$ cat config.mk
export PLATFORM = sky130hd
export DESIGN_NAME = icache_refill
export DESIGN_NICKNAME = d
export VERILOG_FILES = /design/src/rtl/icache_refill.sv
export SDC_FILE = /design/constraint.sdc
export NUM_CORES = 1
export LEC_CHECK = 0
export BUFFER_PORTS_ARGS = -buffer_cell sky130_fd_sc_hd__buf_4
export CORE_AREA = 4 4 231 233
export DETAILED_ROUTE_END_ITERATION = 16
export DIE_AREA = 0 0 235 237
export PLACE_DENSITY_LB_ADDON = 0.2
export RECOVER_POWER = 25
export SLEW_MARGIN = 20
export SYNTH_ARGS = -nofsm -noshare
export SYNTH_HDL_FRONTEND = slang
export SYNTH_SLANG_ARGS = --single-unit
$ cat constraint.sdc
create_clock -name clk -period 4.2 [get_ports clk]
set_input_delay 0.84 -clock clk [delete_from_list [all_inputs] [get_ports clk]]
set_output_delay 0.84 -clock clk [all_outputs]
set_load 0.01 [all_outputs]
$ cat src/rtl/icache_refill.sv
// rtl/icache_refill.sv - instruction-cache line refill responder: reads a 64-byte line from byte-wide RAM into a 512-bit row
// Optional MEMCTRL_ADDR_WRAP_EN: clears mem_a above ADDR_W so reads wrap inside 2^ADDR_W bytes.
module icache_refill #(
    parameter int LINE_BYTES = 64,
    parameter int ADDR_W     = 17
) (
    input  logic         clk,
    input  logic         rst,
    input  logic         rdy,
    input  logic [31:0]  missing_PC,
    input  logic         missing_config,
    output logic [511:0] return_row,
    output logic         return_config,
    input  logic [7:0]   mem_din,
    output logic [7:0]   mem_dout,
    output logic [31:0]  mem_a,
    output logic         mem_wr
);

`ifdef MEMCTRL_ADDR_WRAP_EN
    localparam bit WRAP_EN = 1'b1;
`else
    localparam bit WRAP_EN = 1'b0;
`endif

    localparam logic [31:0] ADDR_MASK = WRAP_EN ? 32'((64'd1 << ADDR_W) - 64'd1) : 32'hFFFF_FFFF;
    localparam logic [6:0]  LAST_IDX  = 7'(LINE_BYTES - 1);
    localparam logic [6:0]  LINE_CNT  = 7'(LINE_BYTES);

    typedef enum logic [1:0] {
        IDLE = 2'd0,
        READ = 2'd1,
        DONE = 2'd2
    } state_t;

    state_t         state_q, state_d;
    logic [25:0]    base_q, base_d;
    logic [31:0]    mem_a_q, mem_a_d;
    logic [6:0]     issue_cnt_q, issue_cnt_d;
    logic [6:0]     recv_cnt_q, recv_cnt_d;
    logic [1:0]     pipe_v_q, pipe_v_d;
    logic [511:0]   row_q, row_d;
    logic           ret_q, ret_d;
    logic [8:0]     byte_lsb;
    logic           unused_pc_bits;

    assign unused_pc_bits = ^missing_PC[5:0];
    assign byte_lsb       = {recv_cnt_q[5:0], 3'b000};

    always_ff @(posedge clk) begin
        if (rst) begin
            state_q     <= IDLE;
            base_q      <= '0;
            mem_a_q     <= '0;
            issue_cnt_q <= '0;
            recv_cnt_q  <= '0;
            pipe_v_q    <= 2'b00;
            row_q       <= '0;
            ret_q       <= 1'b0;
        end else begin
            state_q     <= state_d;
            base_q      <= base_d;
            mem_a_q     <= mem_a_d;
            issue_cnt_q <= issue_cnt_d;
            recv_cnt_q  <= recv_cnt_d;
            pipe_v_q    <= pipe_v_d;
            row_q       <= row_d;
            ret_q       <= ret_d;
        end
    end

    always_comb begin
        state_d     = state_q;
        base_d      = base_q;
        mem_a_d     = mem_a_q;
        issue_cnt_d = issue_cnt_q;
        recv_cnt_d  = recv_cnt_q;
        pipe_v_d    = pipe_v_q;
        row_d       = row_q;
        ret_d       = ret_q;

        if (!rdy) begin
            // A pause drops every in-flight read; they are re-issued from the next missing byte.
            pipe_v_d    = 2'b00;
            issue_cnt_d = recv_cnt_q;
        end else begin
            case (state_q)
                IDLE: begin
                    ret_d = 1'b0;
                    if (missing_config) begin
                        base_d      = missing_PC[31:6];
                        mem_a_d     = {missing_PC[31:6], 6'b0} & ADDR_MASK;
                        issue_cnt_d = 7'd1;
                        recv_cnt_d  = 7'd0;
                        pipe_v_d    = 2'b01;
                        state_d     = READ;
                    end
                end
                READ: begin
                    if (issue_cnt_q < LINE_CNT) begin
                        mem_a_d     = {base_q, issue_cnt_q[5:0]} & ADDR_MASK;
                        issue_cnt_d = issue_cnt_q + 7'd1;
                        pipe_v_d    = {pipe_v_q[0], 1'b1};
                    end else begin
                        pipe_v_d    = {pipe_v_q[0], 1'b0};
                    end
                    // pipe_v[1] marks the byte addressed two edges ago as present on mem_din.
                    if (pipe_v_q[1]) begin
                        row_d[byte_lsb +: 8] = mem_din;
                        recv_cnt_d           = recv_cnt_q + 7'd1;
                        if (recv_cnt_q == LAST_IDX) begin
                            state_d = DONE;
                            ret_d   = 1'b1;
                        end
                    end
                end
                DONE: begin
                    ret_d   = 1'b0;
                    state_d = IDLE;
                end
                default: state_d = IDLE;
            endcase
        end
    end

    assign return_row    = row_q;
    assign return_config = ret_q;
    assign mem_a         = mem_a_q;
    assign mem_dout      = 8'h00;
    assign mem_wr        = 1'b0;

endmodule
Yosys cells after proc, flatten, opt, wreduce, memory -nomap -nowiden
Cells that the tools add are included.
W data, S select, Z words.
{"block": "totals", "register_bits": 589, "out_inout_bits": 554, "word_cells": 58, "inputBits": 44}
{"block": "classes", "n_reduce_logical": 13, "add_sub_neg": 3, "eq_ne": 10, "n_mux": 20, "n_bitwise": 1, "n_shift": 2, "order_cmp": 1}
{"op": "$bwmux W512", "count": 1}
{"op": "$shift A8 B11 Y512 const A", "count": 1}
{"op": "$shiftx A8 B11 Y512", "count": 1}
{"op": "$mux W32", "count": 2}
{"op": "$pmux W32 S2", "count": 1}
{"op": "$mux W7", "count": 5}
{"op": "$pmux W7 S2", "count": 2}
{"op": "$reduce_and A4 Y1", "count": 4}
{"op": "$add A7 B1 Y7 const B", "count": 2}
{"op": "$neg A9 Y11", "count": 1}
{"op": "$reduce_and A3 Y1", "count": 3}
{"op": "$ne A2 B2 Y1 const B", "count": 4}
{"op": "$pmux W2 S2", "count": 2}
{"op": "$eq A7 B6 Y1 const B", "count": 1}
{"op": "$lt A7 B7 Y1 const B", "count": 1}
{"op": "$mux W2", "count": 3}
{"op": "$ne A3 B3 Y1 const B", "count": 2}
{"op": "$reduce_bool A2 Y1", "count": 2}
{"op": "$reduce_or A2 Y1", "count": 2}
{"op": "$mux W1", "count": 3}
{"op": "$ne A3 B1 Y1 const B", "count": 1}
{"op": "$eq A2 B1 Y1 const B", "count": 1}
{"op": "$eq A2 B2 Y1 const B", "count": 1}
{"op": "$logic_not A2 Y1", "count": 1}
{"op": "other kinds (3)", "count": 3}

Depth between registers and ports, before layout
Gate-level depths: netlist (run 1).
{"block": "depth", "depth_word": 4, "ltp_mapped": 13, "ltp_nobuf": 7}

Least setup slack after synthesis (run 1)
Ideal clock, no wire load.
{"block": "synth_path", "path_kind": "register to register", "startpoint": "reg recv_cnt_q[0]", "endpoint": "reg row_q[303] (netlist: return_row[303])", "path_slack_ns": 1.051, "required_ns": 4.079, "period_less_slack_ns": 3.149, "path_buffers": 3, "setup_ns": 0.121, "path_stages_with_launch": 11, "arrival_ns": 3.029, "cell_sequence": "dfxtp_1 clkbuf_1 clkbuf_1 inv_1 ha_1 or3b_2 buf_2 xor2_1 o211ai_2 nor2_2 mux2_2"}
{"block": "synth_between", "elab_chain_len": 3, "elab_cells_between_ends": 4, "classes_between": "add/sub (1); shift (2); mux (1)"}
{"item": "from (decl)", "line": "40", "text": "logic [6:0] recv_cnt_q, recv_cnt_d;"}
{"item": "from (signal assigned)", "line": "65", "text": "recv_cnt_q <= recv_cnt_d;"}
{"item": "$neg A9 Y11 (*)", "line": "109", "text": "row_d[byte_lsb +: 8] = mem_din;"}
{"item": "$shiftx A8 B11 Y512 / $shift A8 B11 Y512 (equally long branches)", "line": "109"}
{"item": "$bwmux W512 (*)", "line": "109"}
{"item": "to (signal assigned)", "line": "67", "text": "row_q <= row_d;"}
{"item": "to (decl)", "line": "42", "text": "logic [511:0] row_q, row_d;"}
Mark *: on every way between the ends. The rest lies on a longest branch, timed or not.
A chain may end at the register's enable or synchronous reset.

Worst setup path in the final report (run 1)
{"block": "layout_path", "startpoint": "reg recv_cnt_q[0]", "endpoint": "reg row_q[28] (netlist: return_row[28])"}
The elaborated chain is that of the path after synthesis.

==> results.toml, run 1 <==
[worst_setup_path]
start_kind = "flip-flop"
critPathRequiredTime_ps = 4750
crit_arrival_ps = 4110
path_class = "flip-flop to flip-flop"
ff2ff_path_depth = 7
crit_fanout = 16
timing.critical_path.to_type = "flip-flop"
r2r_slack_ps = 640

[sta]
fmax_ghz = 0.2810
finalSetupTns_ps = 0
slew_viol_final = 111
tightest_slew_ps = 2280
clock_skew_ps = 27.08
rsz0062_at_grt = "false"
finalHoldViolCount = 0
fin_crit_ps = 3559
hold_slack_ps = 456.3
max_slew_margin = -0.5197
finalCritPeriodShare = 0.8474
setup_viol = 0

[floorplanning]
die_h_um = 237
core-area_um2 = 51200
start_util = 0.4412
dieArea_um2 = 55700
rows = 83
ios = 598
die_x_um = 235

[synthesis]
synthCells = 2328
ys.flop_type = "dfxtp_1"
yosys-top-cells-area = "dfxtp_1 52%, mux2i_1 21%, nand2_1 11%, clkbuf_1 1.9%, nor2_1 1.3%"
syn_area_per_cell_um2 = 9.702
ys_ff_latch = 589
synth_top_area_share = 0.5220
ys_types = 71
yosysSeqAreaShare = 0.5220
yosys.area.top_type = "dfxtp_1"
synth_area_um2 = 22590
synth_edf_count = 0
yosys_warnings = 0
async_flop_share = 0

[drt]
firstDrtPassIters = 5
post_drt_wl_per_cell_um = 21.86
vias_per_cell = 5.276
vias = 18893
drtAntennaViolNets = 0
routed_wl_mm = 78.27
drc_errors = 0
drtIter0Drc = 1245

[worst_hold_path]
min_path_cells = 2
worstHoldPathType = "flip-flop to flip-flop"

[placement]
placed_cells = 3474
dpl_cell_area_um2 = 27500
dp_hpwl_mm = 56.04
gp_congestion = 0.8646
port_buffers = 582

[clock_tree]
postCtsSetupBuffers = 0
cts_buffers = 58
cts_tree = "yes"
ctsHoldBuffers = 0
numClockSinks = 589
clk_latency_ps = 630
cts_resized = 0
max-clock-path-buffers = 3
h-tree-depth = 2
path_clk_slew_ps = 60
root_buffer = "clkbuf_16"

[run_status]
status = "finished with violations"
violations = "max-capacitance violations, max-slew violations"

[final_layout]
mostFrequentLayoutCell = "nand2_1"
stdcell_count = 3581
n_antenna_cell = 0
design_area_um2 = 28490
layout_common_cells = "661 x nand2_1, 589 x dfxtp_1, 476 x mux2i_1, 345 x buf_4, 281 x clkbuf_1"
drive_above_1_share = 0.1810
area_delta_synth_final_pct = 26.13
nNetsFinal = 2904

[power_and_ir_drop]
p_per_area_nw_per_um2 = 397.0
ir_drop_mv = 0.3797
leakage_nw = 12.93

[global_route]
grt_usage = 0.2628
antenna_found_initial = 0
overflow = 0
grt_pass1_wl_mm = 114.8
grt_max_degree = 249
grt_pass1_vias = 18483

[flow_run]
drv_cap = 1
final cells by class:
cell class	instances	area, um2
fill	4806	22710
tap	680	850.8
inverter	8	37.54
clock inverter	18	245.2
multi-input combinational	1584	10190
clock buffer	88	1715
sequential	589	11790
timing repair buffer	614	3657
sequential cells by signal, summed over array words and instances (netlist names):
| name | count |
|---|---|
| issue_cnt_q | 7 |
| base_q | 26 |
| pipe_v_q | 2 |
| return_config | 1 |
| return_row | 512 |
| recv_cnt_q | 7 |
| mem_a | 32 |
| state_q | 2 |
routing by layer:
metal  track usage  routed length (um)
met5             0                   0
met4       0.09416                2946
met3       0.05719                4865
met2        0.4528               38330
met1        0.3254               32130
cell families after synthesis:
| logic type | Yosys count | share of synthesized area |
|---|---|---|
| buffers and inverters | 163 | 0.02975 |
| xor gates and xnor gates | 10 | 0.003878 |
| AOI/OAI and AO/OA | 159 | 0.05368 |
| muxes | 480 | 0.2129 |
| DFF | 589 | 0.5220 |
| and+or+nand+nor | 921 | 0.1748 |
| other | 1 | 0.0001660 |
| adders and majority gates | 5 | 0.002770 |
cells in the mapped netlist, types with 5 or more instances:
| cell | count |
|---|---|
| nand2_1 | 661 |
| dfxtp_1 | 589 |
| mux2i_1 | 476 |
| clkbuf_1 | 112 |
| nor2_1 | 80 |
| a21oi_1 | 46 |
| nand2_2 | 38 |
| nand3_1 | 37 |
| a311oi_1 | 26 |
| buf_2 | 21 |
| nor3_1 | 20 |
| and2_1 | 15 |
| buf_1 | 13 |
| nor2b_1 | 11 |
| nor4_1 | 11 |
| o211ai_1 | 10 |
| a31o_2 | 9 |
| buf_4 | 9 |
| o21ai_0 | 9 |
| o41ai_1 | 9 |
| o31ai_1 | 8 |
| inv_1 | 7 |
| nor3b_1 | 7 |
| or3_1 | 7 |
| a22oi_1 | 6 |
| and3_1 | 6 |
| xnor2_1 | 6 |
| a31oi_1 | 5 |
| ha_1 | 5 |
| nor2_2 | 5 |
metrics by stage:
stage          setup slack, ps    util  power [mW]
6_report                 641.1  0.5564       11.31
5_1_grt                  527.7  0.5564       11.68
4_1_cts                  739.1  0.5754       11.41
3_5_place_dp             748.3  0.5371       6.123
3_3_place_gp             919.8  0.5369       6.117
2_1_floorplan             1051       -       5.975
report_power, final:
| part | switching (mW) | leakage, nW | internal (mW) |
|---|---|---|---|
| logic | 0.258 | 7.21 | 0.0941 |
| clock network | 2.20 | 0.968 | 3.12 |
| registers | 0.0211 | 4.75 | 5.62 |
| total | 2.48 | 12.9 | 8.83 |
final timing paths:
kind | to | from
worst min register to register | base_q[15]$_SDFFE_PP0P_ | base_q[15]$_SDFFE_PP0P_
worst min-delay path | base_q[15]$_SDFFE_PP0P_ | base_q[15]$_SDFFE_PP0P_
worst max register to register | return_row[28]$_SDFFE_PP0P_ | recv_cnt_q[0]$_SDFFE_PP0P_
worst max-delay path | return_row[28]$_SDFFE_PP0P_ | recv_cnt_q[0]$_SDFFE_PP0P_
worst max-delay path, stage by stage, from the launching register on:
cell and delay, ps:
dfxtp_1 310, inv_1 110, ha_1 470, or3b_2 560
xor2_1 530, nand4b_1 840, nor4_1 480, a31o_2 170
Power figures use the tool's default switching activity.
==> inputs of run 2 (changes only) <==
--- a/config.mk
+++ b/config.mk
@@ -5,10 +5,11 @@
 export SDC_FILE = /design/constraint.sdc
 export NUM_CORES = 1
 export LEC_CHECK = 0
+export ABC_AREA = 1
 export BUFFER_PORTS_ARGS = -buffer_cell sky130_fd_sc_hd__buf_4
-export CORE_AREA = 4 4 231 233
+export CORE_AREA = 4 4 230 232
 export DETAILED_ROUTE_END_ITERATION = 16
-export DIE_AREA = 0 0 235 237
+export DIE_AREA = 0 0 234 236
 export PLACE_DENSITY_LB_ADDON = 0.2
 export RECOVER_POWER = 25
 export SLEW_MARGIN = 20
==> constraint.sdc (replaced) <==
create_clock -name clk -period 3.15 [get_ports clk]
set_input_delay 0.63 -clock clk [delete_from_list [all_inputs] [get_ports clk]]
set_output_delay 0.63 -clock clk [all_outputs]
set_load 0.01 [all_outputs]
==> run 2 against run 1 <==
The run now ends clean. Sequential cell count is the same. Cell count grew 22%. Synthesized area rose by 1.3%. Count of clock-buffer cells in the layout is 3 lower. Setup slack worse by 350 ps. Critical endpoint is now mem_a[19]$_SDFFE_PP0P_. Largest cell class unchanged.
==> results.toml, run 2 <==
[power_and_ir_drop]
leakage_nw = 12.15
p_per_area_nw_per_um2 = 535.8
ir_drop_mv = 0.4892

[worst_setup_path]
path_class = "flip-flop to flip-flop"
start_kind = "flip-flop"
crit_fanout = 52
rr_startpoint = "state_q[1]$_SDFFE_PP0P_"
crit_start = "state_q[1]$_SDFFE_PP0P_"
critPathRequiredTime_ps = 3680
crit_arrival_ps = 3390
timing.critical_path.to_type = "flip-flop"

[synthesis]
synthCells = 3088
yosys-top-cells-area = "dfxtp_1 52%, nor2_1 12%, nand2_1 8.0%, o21ai_0 7.1%, a21oi_1 4.5%"
synth_area_um2 = 22880
synth_top_area_share = 0.5153
ys_types = 35
yosys_warnings = 0
yosys.area.top_type = "dfxtp_1"
async_flop_share = 0
yosysSeqAreaShare = 0.5153
ys_ff_latch = 589
yosys.cell_count.top_type = "nor2_1"
syn_area_per_cell_um2 = 7.410
synth_common_cells = "761 x nor2_1, 589 x dfxtp_1, 487 x nand2_1"
synth_edf_count = 0
ys.flop_type = "dfxtp_1"

[sta]
setup_ws_ps = 295.5
rsz0062_at_grt = "false"
finalSetupTns_ps = 0
setup_viol = 0
fmax_ghz = 0.3503
finalCritPeriodShare = 0.9062
finalHoldViolCount = 0
tightest_slew_ps = 1484
max_slew_margin = 0.01045
slew_viol_final = 0
clock_skew_ps = 28.88
fin_crit_ps = 2855

[run_status]
status = "complete, no violations"

[drt]
firstDrtPassIters = 5
routed_wl_mm = 82.94
drtIter0Drc = 1498
vias = 22591
post_drt_wl_per_cell_um = 19.04
drc_errors = 0
vias_per_cell = 5.185
drtAntennaViolNets = 0

[final_layout]
multi_input_area_um2 = 9595
layout_common_cells = "761 x nor2_1, 589 x dfxtp_1, 486 x nand2_1, 366 x buf_4, 325 x o21ai_0"
final_util = 0.5664
area_delta_synth_final_pct = 26.21
seqCellArea_um2 = 11790
mostFrequentLayoutCell = "nor2_1"
design_area_um2 = 28880
nNetsFinal = 3681
n_antenna_cell = 0
drive_above_1_share = 0.1520
largest_reg_flops = 512
fillers = 5106

[clock_tree]
clk_latency_ps = 630
cts_buffers = 60
cts_tree = "yes"
root_buffer = "clkbuf_16"
path_clk_slew_ps = 60
h-tree-depth = 2
max-clock-path-buffers = 3
numClockSinks = 589

[floorplanning]
die_h_um = 236
die_x_um = 234
rows = 83
ios = 598
dieArea_um2 = 55220
start_util = 0.4488
core-area_um2 = 50990

[global_route]
overflow = 0
grt_pass1_vias = 20629
grt_max_degree = 207
grt_pass1_wl_mm = 123.9
grt_usage = 0.2842
antenna_found_initial = 0

[placement]
dp_hpwl_mm = 58.25
gp_congestion = 0.8919
dpl_cell_area_um2 = 27890
port_buffers = 582
post-place-ws_ps = 349.8

[flow_run]
drv_cap = 0

[worst_hold_path]
worstHoldPathType = "input pin to flip-flop"
hold_path.startpoint = "missing_PC[29]"
## run 2: changes by cell type in the layout (fill, tap and decap cells not counted), sizes merged, moves of 61 or more
cell,delta
nor2,+705
mux2i,-476
nand4,+61
nand2,-189
inv,+184
a21oi,+158
o21ai,+320
nand3,+105
## run 2: final timing paths
kind              slack, ps  cells after the start                      end
setup reg to reg        300                      8   mem_a[19]$_SDFFE_PP0P_
setup / recovery        300                      8   mem_a[19]$_SDFFE_PP0P_
hold reg to reg         440                      2   base_q[4]$_SDFFE_PP0P_
hold / removal          260                      3  base_q[23]$_SDFFE_PP0P_
## run 2: repair_timing
action / in CTS / in global routing
hold endpoints to repair: 0 / 0
resized for setup: 0 / 1
buffers inserted: 0 / 5
hold buffers: 0 / 0
setup endpoints to repair: 0 / 5
## run 2: layout make-up
cell class              instances  area share
flip-flops and latches        589      0.4083
multi-input cells            2137      0.3322
repair buffers                653      0.1356
clock buffers                  85     0.05978
well taps                     680     0.02946
inverters                     191     0.02508
clock inverters                22    0.009617
## run 2: worst max-delay path: stages, from the launching register on
cell      delay, ps
dfxtp_1         340
inv_1            70
nand2_1         140
clkbuf_1       1100
nor2_1          200
nor3_2          180
buf_4           420
o21ai_0         150
a31oi_1         160
## run 2: metal layers
layer / global-route usage / wire [um]
met2: 0.4632 / 38510
met1: 0.3581 / 33760
met3: 0.07440 / 6808
met5: 0 / 0
met4: 0.1149 / 3859
## run 2: stage by stage
stage,instances,hold slack (ps),total power [mW]
6_report,4357,258.8,15.47
5_1_grt,4357,235.6,15.91
4_1_cts,4352,229.7,15.57
3_5_place_dp,4245,436.8,8.378
3_3_place_gp,4245,432.6,8.372
2_1_floorplan,3096,423.7,8.125
## run 2: cells by family (layout without fill, tap and decap cells)
| family | after synthesis | in the layout | synth area share |
|---|---|---|---|
| flops | 589 | 589 | 0.5153 |
| other cells | 1 | 9 | 0.0001639 |
| simple gates | 1538 | 1538 | 0.2818 |
| buf+inv | 370 | 951 | 0.06796 |
| compound gates | 581 | 581 | 0.1305 |
| fa+ha+maj | 5 | 5 | 0.002734 |
| xor+xnor | 4 | 4 | 0.001531 |
## run 2: power breakdown
| part | switching [mW] | internal (mW) |
|---|---|---|
| registers | 0.0413 | 7.53 |
| clock network | 2.99 | 4.29 |
| logic | 0.453 | 0.171 |
| total | 3.49 | 12.0 |
==> inputs of run 3 (changes only) <==
==> constraint.sdc (replaced) <==
create_clock -name clk -period 3.15 [get_ports clk]
set_input_delay 0 -clock clk [delete_from_list [all_inputs] [get_ports clk]]
set_output_delay 0 -clock clk [all_outputs]
set_load 0.01 [all_outputs]
==> run 3 against run 2 <==
Clock skew fell by 17 ps. Sequential share of layout area fell by 0.33 points. Critical endpoint is now return_row[64]$_SDFFE_PP0P_. Global-route usage rose by 0.16 points. Sequential power barely moved.
==> results.toml, run 3 (synthesized netlist as in run 2, its figures left out) <==
[sta]
setup_ws_ps = 341.3
fmax_ghz = 0.3560
slew_viol_final = 0
setup_viol = 0
max_slew_margin = 0.2999
finalHoldViolCount = 0
rsz0062_at_grt = "false"
fin_crit_ps = 2809
finalSetupTns_ps = 0
clock_skew_ps = 12.20
tightest_slew_ps = 1050
finalCritPeriodShare = 0.8917

[power_and_ir_drop]
ir_drop_mv = 0.4166
p_per_area_nw_per_um2 = 511.5
clock_power_share = 0.443
combPwrFrac = 0.048
p_int_mw = 11.46
sw_frac_of_total = 0.2307
switching_power_mw = 3.435
pwr-share-seq = 0.508
leakage_nw = 12.21

[drt]
drtIter0Drc = 1831
drtAntennaViolNets = 0
post_drt_wl_per_cell_um = 19.11
firstDrtPassIters = 5
drc_errors = 0
vias_per_cell = 5.179
routed_wl_mm = 83.86
vias = 22724

[final_layout]
drive_above_1_share = 0.1429
mostFrequentLayoutCell = "nor2_1"
nNetsFinal = 3724
final_util = 0.5711
layout_common_cells = "759 x nor2_1, 589 x dfxtp_1, 487 x nand2_1, 347 x buf_4, 325 x o21ai_0"
largest_reg_flops = 512
area_delta_synth_final_pct = 27.25
n_antenna_cell = 0

[global_route]
grt_usage = 0.2858
grt_max_degree = 207
grt_pass1_vias = 20652
antenna_found_initial = 0
overflow = 0
grt_pass1_wl_mm = 124.9

[floorplanning]
dieArea_um2 = 55220
die_h_um = 236
die_x_um = 234
core-area_um2 = 50990
start_util = 0.4488
rows = 83
ios = 598

[worst_setup_path]
path_buf_inv = 5
max_stage_delay_ps = 340
crit_chain = "inv_2 -> ha_1 -> inv_1 -> nand2_1 -> nand2_1 -> buf_4 -> nand2_1 -> clkinv_1 -> nand2_1 -> nor2_1 -> buf_4 -> nand3_1 -> nand2_1 -> a21oi_1"
r2r_slack_ps = 340
worst_path_max_delay_cell = "dfxtp_1"
critPathRequiredTime_ps = 3590
path_class = "flip-flop to flip-flop"
crit_fanout = 19
timing.critical_path.to_type = "flip-flop"
crit_arrival_ps = 3250
r2r-end = "return_row[64]$_SDFFE_PP0P_"
start_kind = "flip-flop"
rr_startpoint = "recv_cnt_q[0]$_SDFFE_PP0P_"
worst_path_most_repeated_cell = "nand2_1"
crit_family = "simple AND/OR/NAND/NOR gates"
ff2ff_path_depth = 14

[placement]
dp_hpwl_mm = 57.61
gp_congestion = 0.8794
post-place-ws_ps = 369.9
port_buffers = 582

[worst_hold_path]
min_path_cells = 4
worstHoldPathType = "input pin to flip-flop"
hold_path.startpoint = "mem_din[6]"
hold_end = "return_row[22]$_SDFFE_PP0P_"

[run_status]
status = "complete, no violations"

[clock_tree]
max-clock-path-buffers = 3
clk_latency_ps = 620
root_buffer = "clkbuf_16"
cts_tree = "yes"
h-tree-depth = 2
path_clk_slew_ps = 60
numClockSinks = 589
cts_buffers = 60

[flow_run]
drv_cap = 0
[run 3: per-layer routing]
metal | vias up | global-route usage | routed length [um]
li1 | 11123 | - | -
met1 | 10625 | 0.3658 | 34490
met2 | 820 | 0.4770 | 39830
met3 | 156 | 0.06606 | 6674
met4 | 0 | 0.09255 | 2872
met5 | - | 0 | 0
[run 3: what timing repair did]
item                       4_1_cts  5_1_grt
setup endpoints to repair        0       11
hold endpoints to repair       321        0
hold buffers                    57        0
setup buffers                    0        1
gates resized for setup          0        3
[run 3: worst max-delay path by stage]
stage | from | slack, ps | cells past startpoint | to
global placement | recv_cnt_q[0]$_SDFFE_PP0P_ | 410 | 14 | return_row[326]$_SDFFE_PP0P_
CTS | state_q[0]$_SDFFE_PP0P_ | 210 | 9 | base_q[17]$_SDFFE_PP0P_
detailed placement | recv_cnt_q[0]$_SDFFE_PP0P_ | 370 | 14 | return_row[64]$_SDFFE_PP0P_
global route | recv_cnt_q[0]$_SDFFE_PP0P_ | 50 | 13 | return_row[183]$_SDFFE_PP0P_
floorplan | recv_cnt_q[0]$_SDFFE_PP0P_ | 870 | 13 | return_row[454]$_SDFFE_PP0P_
finish | recv_cnt_q[0]$_SDFFE_PP0P_ | 340 | 14 | return_row[64]$_SDFFE_PP0P_
[run 3: power by group through the flow]
stage | Sequential, mW | Combinational, mW | Clock (mW)
4_1_cts | 7.57 | 0.718 | 6.68
6_report | 7.57 | 0.720 | 6.60
5_1_grt | 7.58 | 0.785 | 6.97
2_1_floorplan | 7.74 | 0.382 | 0
3_5_place_dp | 7.73 | 0.634 | 0
3_3_place_gp | 7.73 | 0.634 | 0
[run 3: metrics by stage]
| step | total power [mW] | instance area (um2) | hold WS (ps) | std cells |
|---|---|---|---|---|
| detailed placement | 8.368 | 27830 | 242.5 | 4234 |
| global placement | 8.366 | 27830 | 240.0 | 4234 |
| floorplan | 8.125 | 22910 | 134.9 | 3096 |
| global route | 15.33 | 29120 | 55.32 | 4388 |
| finish | 14.89 | 29120 | 59.71 | 4388 |
| CTS | 14.97 | 30160 | 28.61 | 4386 |
[run 3: cell type report]
class                   instances  area [um2]
fillers                      5114       21870
flip-flops and latches        589       11790
multi-input cells            2137        9598
repair buffers                695        4389
clock buffers                  84        1693
well taps                     680       850.8
inverters                     191       728.2
clock inverters                11       63.81
repair inverters                1       5.005
[run 3: worst register-to-register path, stage by stage, from the launching register on]
cell and delay, ps:
dfxtp_1 340, inv_2 100, ha_1 250, inv_1 60, nand2_1 40, nand2_1 160
buf_4 230, nand2_1 90, clkinv_1 210, nand2_1 200, nor2_1 190, buf_4 270
nand3_1 310, nand2_1 150, a21oi_1 70
